[config.mk]
export PLATFORM = sky130hd
export DESIGN_NAME = fft_stage_sequencer_flat
export DESIGN_NICKNAME = d
export VERILOG_FILES = /design/src/rtl/fft_stage_sequencer_if.sv /design/src/rtl/fft_stage_sequencer.sv /design/src/flat_wrapper.sv
export SDC_FILE = /design/constraint.sdc
export NUM_CORES = 1
export LEC_CHECK = 0
export ABC_AREA = 1
export BUFFER_PORTS_ARGS = -buffer_cell sky130_fd_sc_hd__buf_2
export CAP_MARGIN = 10
export CORE_MARGIN = 5
export CORE_UTILIZATION = 50
export DETAILED_ROUTE_END_ITERATION = 8
export PLACE_DENSITY = 0.8
export SYNTH_ARGS = -nofsm -noshare
export SYNTH_HDL_FRONTEND = slang
export SYNTH_SLANG_ARGS = --single-unit
[constraint.sdc]
create_clock -name clk -period 3.6 [get_ports clk]
set_input_delay 0.54 -clock clk [delete_from_list [all_inputs] [get_ports clk]]
set_output_delay 0.54 -clock clk [all_outputs]
set_load 0.02 [all_outputs]
[src/rtl/fft_stage_sequencer_if.sv]
`default_nettype none
// +----------------------------------------------------------------------------+
// | Module   : fft_stage_sequencer_if                                          |
// | Brief    : Control/address bundle between FFT sequencer and datapath.      |
// |            FFT_SEQ_BITREV_UNLOAD_EN adds the natural-order unload outputs. |
// | Revision : 1.0                                                             |
// +----------------------------------------------------------------------------+
interface fft_stage_sequencer_if #(
  parameter int N_LOG2 = 4
);
  logic              start;
  logic              stall;
  logic              busy;
  logic              done;
  logic [N_LOG2-1:0] stage;
  logic              rd_en;
  logic [N_LOG2-1:0] rd_addr0;
  logic [N_LOG2-1:0] rd_addr1;
  logic [N_LOG2-2:0] tw_addr;
  logic              bf_enable;
  logic              wr_en;
  logic [N_LOG2-1:0] wr_addr0;
  logic [N_LOG2-1:0] wr_addr1;
`ifdef FFT_SEQ_BITREV_UNLOAD_EN
  logic              out_valid;
  logic [N_LOG2-1:0] out_addr;
`endif

  modport master (
    input  start, input stall,
    output busy, output done, output stage,
    output rd_en, output rd_addr0, output rd_addr1, output tw_addr,
    output bf_enable, output wr_en, output wr_addr0, output wr_addr1
`ifdef FFT_SEQ_BITREV_UNLOAD_EN
    , output out_valid, output out_addr
`endif
  );

  modport slave (
    output start, output stall,
    input  busy, input done, input stage,
    input  rd_en, input rd_addr0, input rd_addr1, input tw_addr,
    input  bf_enable, input wr_en, input wr_addr0, input wr_addr1
`ifdef FFT_SEQ_BITREV_UNLOAD_EN
    , input out_valid, input out_addr
`endif
  );
endinterface
`default_nettype wire

[src/rtl/fft_stage_sequencer.sv]
`default_nettype none
// +----------------------------------------------------------------------------+
// | Module   : fft_stage_sequencer                                             |
// | Brief    : Stage/butterfly sequencer for an in-place radix-2 DIF FFT.      |
// |            Optional FFT_SEQ_BITREV_UNLOAD_EN: bit-reversed unload pass.    |
// | Revision : 1.0                                                             |
// +----------------------------------------------------------------------------+
module fft_stage_sequencer #(
  parameter int N_LOG2         = 4,
  parameter int MEM_RD_LATENCY = 1,
  parameter int BF_LATENCY     = 1
) (
  input  wire logic             clk,
  input  wire logic             rst,
  fft_stage_sequencer_if.master bus
);

  localparam int D  = MEM_RD_LATENCY + BF_LATENCY;
  localparam int CW = $clog2(D + 1);
  localparam logic [N_LOG2-1:0] c_k_last     = N_LOG2'((1 << (N_LOG2 - 1)) - 1);
  localparam logic [N_LOG2-1:0] c_stage_last = N_LOG2'(N_LOG2 - 1);
  localparam logic [CW-1:0]     c_drain_last = CW'(D - 1);

  typedef enum logic [2:0] {
    ST_IDLE   = 3'd0,
    ST_ISSUE  = 3'd1,
    ST_DRAIN  = 3'd2,
    ST_DONE   = 3'd3
`ifdef FFT_SEQ_BITREV_UNLOAD_EN
    , ST_UNLOAD      = 3'd4
    , ST_UNLOAD_WAIT = 3'd5
`endif
  } state_t;

  state_t            state_q, state_d;
  logic [N_LOG2-1:0] k_q, k_d;
  logic [N_LOG2-1:0] stage_q, stage_d;
  logic [CW-1:0]     cnt_q, cnt_d;
  logic              issue_rd;
  logic              unload_rd;

  logic [N_LOG2-1:0] sh_w, span_w, j_w, g_w, addr0_w, addr1_w;
  logic [N_LOG2-2:0] tw_w;
  logic [N_LOG2-1:0] rd_addr0_w, rd_addr1_w;

  logic [D-1:0]      dl_vld_q, dl_vld_d;
  logic [N_LOG2-1:0] dl_a0_q [D];
  logic [N_LOG2-1:0] dl_a0_d [D];
  logic [N_LOG2-1:0] dl_a1_q [D];
  logic [N_LOG2-1:0] dl_a1_d [D];

  always_ff @(posedge clk) begin
    if (rst) begin
      state_q  <= ST_IDLE;
      k_q      <= '0;
      stage_q  <= '0;
      cnt_q    <= '0;
      dl_vld_q <= '0;
      for (int i = 0; i < D; i++) begin
        dl_a0_q[i] <= '0;
        dl_a1_q[i] <= '0;
      end
    end else begin
      state_q  <= state_d;
      k_q      <= k_d;
      stage_q  <= stage_d;
      cnt_q    <= cnt_d;
      dl_vld_q <= dl_vld_d;
      for (int i = 0; i < D; i++) begin
        dl_a0_q[i] <= dl_a0_d[i];
        dl_a1_q[i] <= dl_a1_d[i];
      end
    end
  end

  always_comb begin
    state_d   = state_q;
    k_d       = k_q;
    stage_d   = stage_q;
    cnt_d     = cnt_q;
    issue_rd  = 1'b0;
    unload_rd = 1'b0;
    case (state_q)
      ST_IDLE: begin
        if (bus.start) begin
          state_d = ST_ISSUE;
          k_d     = '0;
          stage_d = '0;
        end
      end
      ST_ISSUE: begin
        if (!bus.stall) begin
          issue_rd = 1'b1;
          if (k_q == c_k_last) begin
            state_d = ST_DRAIN;
            k_d     = '0;
            cnt_d   = '0;
          end else begin
            k_d = k_q + N_LOG2'(1);
          end
        end
      end
      ST_DRAIN: begin
        // Fixed-length gap: the last write of this stage lands before the next stage reads.
        if (cnt_q == c_drain_last) begin
          cnt_d = '0;
          if (stage_q == c_stage_last) begin
`ifdef FFT_SEQ_BITREV_UNLOAD_EN
            state_d = ST_UNLOAD;
            k_d     = '0;
`else
            state_d = ST_DONE;
`endif
          end else begin
            state_d = ST_ISSUE;
            stage_d = stage_q + N_LOG2'(1);
          end
        end else begin
          cnt_d = cnt_q + CW'(1);
        end
      end
`ifdef FFT_SEQ_BITREV_UNLOAD_EN
      ST_UNLOAD: begin
        if (!bus.stall) begin
          unload_rd = 1'b1;
          if (k_q == '1) begin
            state_d = ST_UNLOAD_WAIT;
            k_d     = '0;
            cnt_d   = '0;
          end else begin
            k_d = k_q + N_LOG2'(1);
          end
        end
      end
      ST_UNLOAD_WAIT: begin
        if (cnt_q == CW'(MEM_RD_LATENCY - 1)) begin
          state_d = ST_DONE;
          cnt_d   = '0;
        end else begin
          cnt_d = cnt_q + CW'(1);
        end
      end
`endif
      ST_DONE: begin
        state_d = ST_IDLE;
        stage_d = '0;
      end
      default: state_d = ST_IDLE;
    endcase
  end

  // span = 2^sh, so g = k/span and the group base g*2*span is a shift by sh+1.
  always_comb begin
    sh_w    = c_stage_last - stage_q;
    span_w  = N_LOG2'(1) << sh_w;
    j_w     = k_q & (span_w - N_LOG2'(1));
    g_w     = k_q >> sh_w;
    addr0_w = (g_w << (sh_w + N_LOG2'(1))) | j_w;
    addr1_w = addr0_w + span_w;
    tw_w    = (N_LOG2-1)'(j_w << stage_q);
  end

`ifdef FFT_SEQ_BITREV_UNLOAD_EN
  logic [N_LOG2-1:0] rev_w;
  logic [MEM_RD_LATENCY-1:0] ul_vld_q, ul_vld_d;
  logic [N_LOG2-1:0] ul_addr_q [MEM_RD_LATENCY];
  logic [N_LOG2-1:0] ul_addr_d [MEM_RD_LATENCY];

  always_comb begin
    rev_w = '0;
    for (int b = 0; b < N_LOG2; b++) rev_w[b] = k_q[N_LOG2-1-b];
  end

  always_comb begin
    ul_vld_d[0]  = unload_rd;
    ul_addr_d[0] = unload_rd ? k_q : '0;
    for (int i = 1; i < MEM_RD_LATENCY; i++) begin
      ul_vld_d[i]  = ul_vld_q[i-1];
      ul_addr_d[i] = ul_addr_q[i-1];
    end
  end

  always_ff @(posedge clk) begin
    if (rst) begin
      ul_vld_q <= '0;
      for (int i = 0; i < MEM_RD_LATENCY; i++) ul_addr_q[i] <= '0;
    end else begin
      ul_vld_q <= ul_vld_d;
      for (int i = 0; i < MEM_RD_LATENCY; i++) ul_addr_q[i] <= ul_addr_d[i];
    end
  end

  assign bus.out_valid = ul_vld_q[MEM_RD_LATENCY-1];
  assign bus.out_addr  = ul_addr_q[MEM_RD_LATENCY-1];
  assign rd_addr0_w    = issue_rd ? addr0_w : (unload_rd ? rev_w : '0);
`else
  assign rd_addr0_w    = issue_rd ? addr0_w : '0;
`endif
  assign rd_addr1_w    = issue_rd ? addr1_w : '0;

  // Write-back delay line runs free of stall so in-flight butterflies always retire.
  always_comb begin
    dl_vld_d[0] = issue_rd;
    dl_a0_d[0]  = rd_addr0_w;
    dl_a1_d[0]  = rd_addr1_w;
    for (int i = 1; i < D; i++) begin
      dl_vld_d[i] = dl_vld_q[i-1];
      dl_a0_d[i]  = dl_a0_q[i-1];
      dl_a1_d[i]  = dl_a1_q[i-1];
    end
  end

  assign bus.rd_en     = issue_rd | unload_rd;
  assign bus.rd_addr0  = rd_addr0_w;
  assign bus.rd_addr1  = rd_addr1_w;
  assign bus.tw_addr   = issue_rd ? tw_w : '0;
  assign bus.bf_enable = dl_vld_q[MEM_RD_LATENCY-1];
  assign bus.wr_en     = dl_vld_q[D-1];
  assign bus.wr_addr0  = dl_a0_q[D-1];
  assign bus.wr_addr1  = dl_a1_q[D-1];
  assign bus.stage     = stage_q;
  assign bus.done      = (state_q == ST_DONE);
  assign bus.busy      = (state_q != ST_IDLE) && (state_q != ST_DONE);

endmodule
`default_nettype wire

[src/flat_wrapper.sv]
// flat-port wrapper written by rule: the top's interface ports become plain ports
module fft_stage_sequencer_flat 
#(
  parameter int N_LOG2         = 4,
  parameter int MEM_RD_LATENCY = 1,
  parameter int BF_LATENCY     = 1
)
  (clk, rst, bus_start, bus_stall, bus_busy, bus_done, bus_stage, bus_rd_en, bus_rd_addr0, bus_rd_addr1, bus_tw_addr, bus_bf_enable, bus_wr_en, bus_wr_addr0, bus_wr_addr1);
  fft_stage_sequencer_if #(.N_LOG2(N_LOG2)) bus_i ();
  input  wire logic clk;
  input  wire logic rst;
  input wire logic [$bits(bus_i.start)-1:0] bus_start;
  input wire logic [$bits(bus_i.stall)-1:0] bus_stall;
  output wire logic [$bits(bus_i.busy)-1:0] bus_busy;
  output wire logic [$bits(bus_i.done)-1:0] bus_done;
  output wire logic [$bits(bus_i.stage)-1:0] bus_stage;
  output wire logic [$bits(bus_i.rd_en)-1:0] bus_rd_en;
  output wire logic [$bits(bus_i.rd_addr0)-1:0] bus_rd_addr0;
  output wire logic [$bits(bus_i.rd_addr1)-1:0] bus_rd_addr1;
  output wire logic [$bits(bus_i.tw_addr)-1:0] bus_tw_addr;
  output wire logic [$bits(bus_i.bf_enable)-1:0] bus_bf_enable;
  output wire logic [$bits(bus_i.wr_en)-1:0] bus_wr_en;
  output wire logic [$bits(bus_i.wr_addr0)-1:0] bus_wr_addr0;
  output wire logic [$bits(bus_i.wr_addr1)-1:0] bus_wr_addr1;
  assign bus_i.start = bus_start;
  assign bus_i.stall = bus_stall;
  assign bus_busy = bus_i.busy;
  assign bus_done = bus_i.done;
  assign bus_stage = bus_i.stage;
  assign bus_rd_en = bus_i.rd_en;
  assign bus_rd_addr0 = bus_i.rd_addr0;
  assign bus_rd_addr1 = bus_i.rd_addr1;
  assign bus_tw_addr = bus_i.tw_addr;
  assign bus_bf_enable = bus_i.bf_enable;
  assign bus_wr_en = bus_i.wr_en;
  assign bus_wr_addr0 = bus_i.wr_addr0;
  assign bus_wr_addr1 = bus_i.wr_addr1;
  fft_stage_sequencer #(.N_LOG2(N_LOG2), .MEM_RD_LATENCY(MEM_RD_LATENCY), .BF_LATENCY(BF_LATENCY)) u_core (.clk(clk), .rst(rst), .bus(bus_i));
endmodule
==> results of run 1 <==
==> worst min-delay path: cells and delay by family (launching register included) <==
family	cells	cell delay, ns
simple gates	1	0.03
flops	1	0.31
buf+inv	1	0.04
==> cell families after synthesis <==
group | Yosys count | synth area share, %
and+or+nand+nor | 109 | 27.6
buffers and inverters | 55 | 14.2
AOI/OAI and AO/OA | 34 | 11.0
DFF | 30 | 34.4
adders and majority gates | 14 | 10.5
xor gates and xnor gates | 4 | 2.43
==> registers in the layout (all words and copies together), names as in the netlist <==
signal and cells:
u_core.dl_vld_q 2, u_core.cnt_q 2, u_core.k_q 4, u_core.dl_a1_q 8, u_core.bus.stage 4, u_core.state_q 2
u_core.dl_a0_q 8
==> final cells by class <==
type,instances,area share [%]
tap,46,2.68
clock buffer,6,2.39
inverter,44,7.93
clock inverter,2,0.583
timing repair buffer,46,12.7
multi-input combinational,161,45.5
sequential,30,28.2
==> synthesized netlist by cell type, drive strengths merged <==
| cell type | instances | area (um2) |
|---|---|---|
| nor2 | 46 | 200 |
| inv | 43 | 164 |
| nand2 | 36 | 138 |
| dfxtp | 30 | 601 |
| a21oi | 18 | 90.1 |
| nand3 | 17 | 85.1 |
| ha | 13 | 163 |
| o21ai | 13 | 65.1 |
| buf | 9 | 71.3 |
| nand4 | 4 | 25.0 |
| xor2 | 4 | 42.6 |
| clkbuf | 2 | 8.75 |
| nor3 | 2 | 10.0 |
| or2 | 2 | 12.5 |
| a2111oi | 1 | 15.0 |
| a31oi | 1 | 12.5 |
| a32oi | 1 | 8.76 |
| and2 | 1 | 6.26 |
| and3 | 1 | 6.26 |
| clkinv | 1 | 3.75 |
| fa | 1 | 20.0 |
==> per-layer routing <==
metal	up-vias	part of all wire (%)	GRT usage, %
li1	852	-	-
met4	0	1.9	8.89
met2	73	46	24.3
met5	-	0	0
met3	11	7.7	5.67
met1	723	44	21.0
==> report_power, final <==
part           switching (mW)  internal [mW]  total, mW
registers              0.0437          0.369      0.412
logic                   0.437          0.247      0.684
clock network           0.121         0.0937      0.214
total                   0.602          0.709       1.31
==> final timing paths <==
| path | from | cells past startpoint | to |
|---|---|---|---|
| worst max-delay path | u_core.bus.stage[3] | 17 | bus_rd_addr1[3] |
| worst max register to register | u_core.bus.stage[3] | 16 | u_core.dl_a1_q[0][3] |
| worst min register to register | u_core.dl_a0_q[0][3] | 2 | u_core.dl_a0_q[0][7] |
| worst min-delay path | u_core.dl_a0_q[0][3] | 2 | u_core.dl_a0_q[0][7] |
==> repair_timing <==
item	in CTS	in global routing
setup endpoints to repair	3	3
buffers inserted	1	8
hold endpoints to repair	0	0
resized for setup	8	17
hold buffers	0	0
gates cloned	0	0
pin swaps	0	14
==> results.cfg, run 1 <==
[worst_setup_path]
crit_family = simple AND/OR/NAND/NOR gates
crit_arrival_ns = 2.99
crit_fanout = 4
cp.required_ns = 3.06
startpoint_type = flop
path_cells = inv_4 > ha_4 > nor2_4 > buf_4 > nand2_1 > nand2_1 > a21oi_1 > a21oi_1 > nand2_2 > nand2_2 > ha_4 > a21oi_2 > nand2_1 > xor2_1 > nand3_1 > a21oi_1 > buf_4
critPathMaxStageDelay_ns = 0.36
end_kind = output pin
crit_slowest_cell = dfxtp_2
crit_type = reg2out
critPathBufInv = 3
ff2ff_setup_slack_ns = 1.04

[sta]
fin_ws_ns = 0.0736
fin_crit_ns = 3.53
fin_worst_skew_ns = 0.00721
min_period_over_period_pct = 98.0
fin_hold_ws_ns = 0.405
finalSetupViolCount = 0
fmax_ghz = 0.284
tns_ns = 0
worst_pin_slew_ns = 0.301
finalHoldViolCount = 0
slew_headroom_pct = 79.9
slew_violations = 0

[detailed_routing]
wl_mm = 4.10
viasPerCell = 4.95
drtIter0Drc = 142
drc = 0
dr.pass1.iters = 4
num_vias = 1659
ant_nets = 0
routedWlPerCell_um = 12.2

[cells_and_area]
finalInstanceArea_mm2 = 0.00214
insertedDiodeCount = 0
drive_above_1_share_pct = 29.8
final_cells = 335
final_cell_mix = nor2_1, inv_1, nand2_1
seq_area_um2 = 604
syn_to_final_growth_pct = 22.7
nFillCells = 301
utilization_pct = 63.8
finalNetCount = 306
multi_input_area_um2 = 976
final_common_cell = nor2_1

[grt]
grt.total_usage_pct = 16.5
overflow = 0
grt_max_degree = 13
grt_pass1_vias = 1503
grt_antenna_before_repair = 0
grt_pass1_wl_mm = 6.51

[yosys]
yosysSeqAreaShare_pct = 34.4
ys_ff_latch = 30
yosys_warnings = 0
syn_avg_cell_area_um2 = 7.11
syn-cell-area_mm2 = 0.00175
synth.distinct_cells = 29
syn-num-nets = 264
synth_cells = 246

[min_path]
hold_class = reg2reg

[clocking]
cts.sinks = 30
cts_tree = done
insertion_delay_ns = 0.33
cts_max_level = 2
cts-root-buf = clkbuf_4
cts_buffers = 5
clockBufferDepth = 2
path_clk_slew_ns = 0.10

[die]
io_pins = 32
die_w_um = 69.1
core_area_mm2 = 0.00336
die_h_um = 69.1
initial_utilization_pct = 52.0
rows = 21
dieArea_mm2 = 0.00478

[place]
hpwl_mm = 2.71
placement.io_buffers = 31
place_area_mm2 = 0.00193
place_congestion = 0.923
dp.cells = 318
dp_slack_ns = 0.0476

[power]
powerDensity_mw_per_mm2 = 611
peakVddDrop_v = 0.000344
total_power_mw = 1.31
p_leak_nw = 1.02

[flow_run]
cap_violations = 0

[outcome]
status = finished, final reports clean
(Power assumes the default switching activity.)
==> run 2, diff against run 1 <==
--- a/config.mk
+++ b/config.mk
@@ -5,7 +5,7 @@
 export SDC_FILE = /design/constraint.sdc
 export NUM_CORES = 1
 export LEC_CHECK = 0
-export ABC_AREA = 1
+export ABC_AREA = 0
 export BUFFER_PORTS_ARGS = -buffer_cell sky130_fd_sc_hd__buf_2
 export CAP_MARGIN = 10
 export CORE_MARGIN = 5
==> results.cfg, run 2 <==
[outcome]
status = finished, final reports clean

[worst_setup_path]
reg2reg_depth = 13
crit_arrival_ns = 3.04
crit_slowest_cell = dfxtp_2
cp.required_ns = 3.06
crit_fanout = 5
end_kind = output pin
crit_type = reg2out
worstSetupPathDepth = 14
startpoint_type = flop
path_cells = inv_2 > ha_4 > nor2_4 > nand3_4 > ha_4 > inv_2 > a21oi_4 > inv_2 > ha_4 > nand3_2 > and3_4 > or3_1 > mux2i_1 > buf_4
critPathMaxStageDelay_ns = 0.36
critPathBufInv = 4
crit_family = simple AND/OR/NAND/NOR gates

[yosys]
yosys.area.top_type = dfxtp_1
yosysTopAreaCellShare_pct = 34.0
syn-cell-area_mm2 = 0.00177
synth.distinct_cells = 48
synthArstFlopShare_pct = 0
ys_ff_latch = 30
synth-edff-count = 0
syn-num-nets = 226
synth_cells = 208
yosys_warnings = 0
yosysSeqAreaShare_pct = 34.0
ys.flop_type = dfxtp_1
syn_avg_cell_area_um2 = 8.49
synth.cells.most_frequent = dfxtp_1, nor2_1, a21oi_1, inv_1
synthMostInstantiatedCell = dfxtp_1
synthTopCellsByArea = dfxtp_1, ha_1, nor2_1, nor2b_1, a21oi_1

[sta]
fin_worst_skew_ns = 0.00939
finalSetupViolCount = 0
slew_headroom_pct = 50.4
fin_crit_ns = 3.58
worst_pin_slew_ns = 0.739
min_period_over_period_pct = 99.5
fmax_ghz = 0.279
slew_violations = 0
finalHoldViolCount = 0

[clocking]
clockBufferDepth = 2
cts_buffers = 5
path_clk_slew_ns = 0.09
insertion_delay_ns = 0.35
cts.sinks = 30
cts_max_level = 2
cts-root-buf = clkbuf_4
cts_tree = done

[grt]
grt_pass1_wl_mm = 6.47
grt.total_usage_pct = 16.7
grt_antenna_before_repair = 0
grt_pass1_vias = 1393
overflow = 0
grt_max_degree = 20

[place]
place_congestion = 0.791
hpwl_mm = 2.71
dp.cells = 270
placement.io_buffers = 31

[power]
total_power_mw = 1.27
p_leak_nw = 0.954
peakVddDrop_v = 0.000334
powerDensity_mw_per_mm2 = 577

[die]
dieArea_mm2 = 0.00482
io_pins = 32
rows = 21
die_w_um = 69.4
die_h_um = 69.4
initial_utilization_pct = 52.1
core_area_mm2 = 0.00339

[detailed_routing]
viasPerCell = 5.37
wl_mm = 4.30
num_vias = 1546
routedWlPerCell_um = 14.9
dr.pass1.iters = 4
ant_nets = 0
drtIter0Drc = 85
drc = 0

[flow_run]
cap_violations = 0

[cells_and_area]
insertedDiodeCount = 0
final_common_cell = buf_2
final_cells = 288
drive_above_1_share_pct = 33.9
reg_top3 = u_core.dl_a0_q: 8 flops, u_core.dl_a1_q: 8 flops
utilization_pct = 64.9
syn_to_final_growth_pct = 24.4
finalNetCount = 259
final_cell_mix = buf_2, dfxtp_1, nor2_1
nFillCells = 268

[min_path]
hold_class = reg2reg
whs_path_depth = 1
## run 2: layout make-up
cell class	count	area [um2]	share of cell area, %
clock buffer	6	51.3	2.33
multi-input combinational	143	1150	52.2
timing repair buffer	46	270	12.3
tap	46	57.6	2.62
inverter	15	56.3	2.56
clock inverter	2	12.5	0.569
sequential	30	603	27.4
## run 2: repair_timing
action	4_1_cts	5_1_grt
gates resized for setup	11	20
setup buffers	1	9
pin swaps	2	9
hold buffers	0	0
hold endpoints to repair	0	0
endpoints found under the setup margin	1	2
## run 2: metal layers
layer	routed length, um	part of all wire, %	track usage, %
met5	0	0	0
met3	308	7.2	3.33
met1	1800	42	20.7
met4	154	3.6	9.54
met2	2040	47	26.8
## run 2: report_power, final
group	internal, mW	total (mW)	switching [mW]
clock network	0.0937	0.219	0.125
registers	0.363	0.386	0.0234
logic	0.272	0.662	0.390
total	0.729	1.27	0.539
## run 2: final timing paths
path	startpoint	endpoint	slack, ns
max	u_core.bus.stage[3]	bus_rd_addr1[3]	0.02
min	u_core.dl_a1_q[0][1]	u_core.dl_a1_q[0][5]	0.45
max reg2reg	u_core.bus.stage[3]	u_core.dl_a1_q[0][3]	0.99
min reg2reg	u_core.dl_a1_q[0][1]	u_core.dl_a1_q[0][5]	0.45
## run 2: logic make-up after synthesis
kind of cell / after synthesis / share of synthesized area [%]
AO/OA/AOI/OAI: 40 / 14.6
XOR/XNOR: 6 / 2.97
adder cells (fa/ha/maj): 14 / 10.3
buffers and inverters: 35 / 9.99
flip-flops: 30 / 34.0
multiplexers: 9 / 5.24
AND/OR/NAND/NOR: 74 / 22.9
## run 2: stage by stage
stage / area [um2] / TNS (ns) / setup slack (ns) / hold WS (ns)
6_report: 2200 / 0 / 0.0175 / 0.447
3_5_place_dp: 1900 / 0 / 0.0421 / 0.429
3_3_place_gp: 1900 / 0 / 0.121 / 0.417
2_1_floorplan: 1770 / 0 / 0.00757 / 0.414
4_1_cts: 2030 / 0 / 0.00853 / 0.451
5_1_grt: 2200 / -0.0809 / -0.0809 / 0.470
==> run 3, diff against run 2 <==
--- a/config.mk
+++ b/config.mk
@@ -9,9 +9,9 @@
 export BUFFER_PORTS_ARGS = -buffer_cell sky130_fd_sc_hd__buf_2
 export CAP_MARGIN = 10
 export CORE_MARGIN = 5
-export CORE_UTILIZATION = 50
+export CORE_UTILIZATION = 30
 export DETAILED_ROUTE_END_ITERATION = 8
-export PLACE_DENSITY = 0.8
+export PLACE_DENSITY = 0.54
 export SYNTH_ARGS = -nofsm -noshare
 export SYNTH_HDL_FRONTEND = slang
 export SYNTH_SLANG_ARGS = --single-unit
==> results.cfg, run 3 (synthesis gave the netlist of run 2 again) <==
[outcome]
status = finished, final reports clean

[die]
die_w_um = 86.7
rows = 28
core_area_mm2 = 0.00582
dieArea_mm2 = 0.00752
io_pins = 32
initial_utilization_pct = 30.4
die_h_um = 86.7

[clocking]
cts_buffers = 5
insertion_delay_ns = 0.28
clockBufferDepth = 2
path_clk_slew_ns = 0.07
cts_max_level = 2
cts.sinks = 30
cts_tree = done
cts-root-buf = clkbuf_8
ctsHoldBuffers = 0

[place]
hpwl_mm = 2.97
place_congestion = 0.849
dp_slack_ns = 0.124
placement.io_buffers = 31

[cells_and_area]
syn_to_final_growth_pct = 24.7
drive_above_1_share_pct = 29.1
reg_top3 = u_core.dl_a0_q: 8 flops, u_core.dl_a1_q: 8 flops
utilization_pct = 37.9
final_common_cell = buf_2
insertedDiodeCount = 0
finalNetCount = 254
final_cell_mix = buf_2, dfxtp_1, nor2_1

[worst_setup_path]
crit_fanout = 6
r2r_end = u_core.dl_a1_q[0][3]
cp.required_ns = 3.06
reg2reg_depth = 13
end_kind = output pin
crit_type = reg2out
ff2ff_setup_slack_ns = 0.96
startpoint_type = flop
crit_arrival_ns = 2.96
r2r-start = u_core.bus.stage[3]

[detailed_routing]
drc = 0
dr.pass1.iters = 4
wl_mm = 4.09
num_vias = 1469
ant_nets = 0
drtIter0Drc = 65
viasPerCell = 4.71
routedWlPerCell_um = 13.1

[grt]
grt.total_usage_pct = 11.8
grt_antenna_before_repair = 0
grt_max_degree = 20
overflow = 0
grt_pass1_vias = 1504
grt_pass1_wl_mm = 7.02

[power]
p_leak_nw = 0.961
powerDensity_mw_per_mm2 = 645
peakVddDrop_v = 0.000239

[sta]
fin_hold_ws_ns = 0.436
min_period_over_period_pct = 97.2
slew_violations = 0
worst_pin_slew_ns = 0.630
finalHoldViolCount = 0
slew_headroom_pct = 57.8
fin_crit_ns = 3.50
fmax_ghz = 0.286
fin_worst_skew_ns = 0.00550
fin_ws_ns = 0.102
rsz0062_at_grt = yes
finalSetupViolCount = 0

[flow_run]
cap_violations = 0

[min_path]
hold_start = u_core.dl_a1_q[0][0]
hold_class = reg2reg
min_to = u_core.dl_a1_q[0][4]
whs_path_depth = 1
==> run 3: changes by cell type in the layout (fill, tap and decap cells not counted), sizes merged <==
cell,change
clkinvlp,-1
clkinv,-1
bufinv,+2
buf,-5
==> run 3: per-layer routing <==
layer  track usage (%)  vias to the layer above  part of all wire (%)
met4              4.25                        0                   1.6
met5                 0                        -                     0
met1              14.7                      688                    46
met2              19.5                       21                    49
li1                  -                      755                     -
met3              3.23                        5                   3.2
==> run 3: worst max path at each step <==
stage	from	end	slack (ns)	cells past startpoint
2_1_floorplan	u_core.bus.stage[2]	bus_rd_addr1[3]	0.008	15
3_3_place_gp	u_core.bus.stage[3]	bus_rd_addr1[3]	0.22	14
3_5_place_dp	u_core.bus.stage[3]	bus_rd_addr1[3]	0.12	12
4_1_cts	u_core.bus.stage[2]	bus_rd_addr1[3]	0.002	14
5_1_grt	u_core.bus.stage[3]	bus_rd_addr1[3]	-0.04	14
6_report	u_core.bus.stage[3]	bus_rd_addr1[3]	0.10	14
==> run 3: area by class of cell <==
type,count,area (um2)
Clock buffer,6,82.6
Multi-Input combinational cell,143,1070
Sequential cell,30,606
Fill cell,620,3610
Timing Repair Buffer,41,233
Inverter,15,56.3
Tap cell,75,93.8
Clock inverter,2,60.1
==> run 3: repair_timing <==
action	in CTS	in global routing
pin swaps	0	3
setup buffers	0	3
cloned	0	0
gates resized for setup	7	11
endpoints found under the setup margin	1	3
==> run 3: critical path, cell delays in order, from the launching register on <==
cell and delay, ns:
dfxtp_4 0.37, inv_1 0.06, ha_4 0.24, nor2_2 0.10
nand3_1 0.12, ha_2 0.34, inv_1 0.09, a21oi_4 0.14
inv_1 0.06, ha_1 0.28, nand3_1 0.11, and3_4 0.18
or3_1 0.30, mux2i_1 0.14, buf_4 0.16
==> run 3: per-stage QoR <==
step	area [um2]	setup TNS (ns)	instances	power [mW]
2_1_floorplan	1770	0	208	0.835
3_3_place_gp	1950	0	301	0.955
3_5_place_dp	1950	0	301	0.955
4_1_cts	2130	0	309	1.40
5_1_grt	2200	-0.0412	312	1.53
6_report	2200	0	312	1.42
==> run 3: report_power, final <==
part           internal, mW  switching, mW  leakage (nW)  total, mW
logic                 0.242          0.364         0.645      0.606
registers             0.362         0.0264         0.244      0.389
clock network         0.295          0.132        0.0714      0.427
total                 0.900          0.522         0.961       1.42
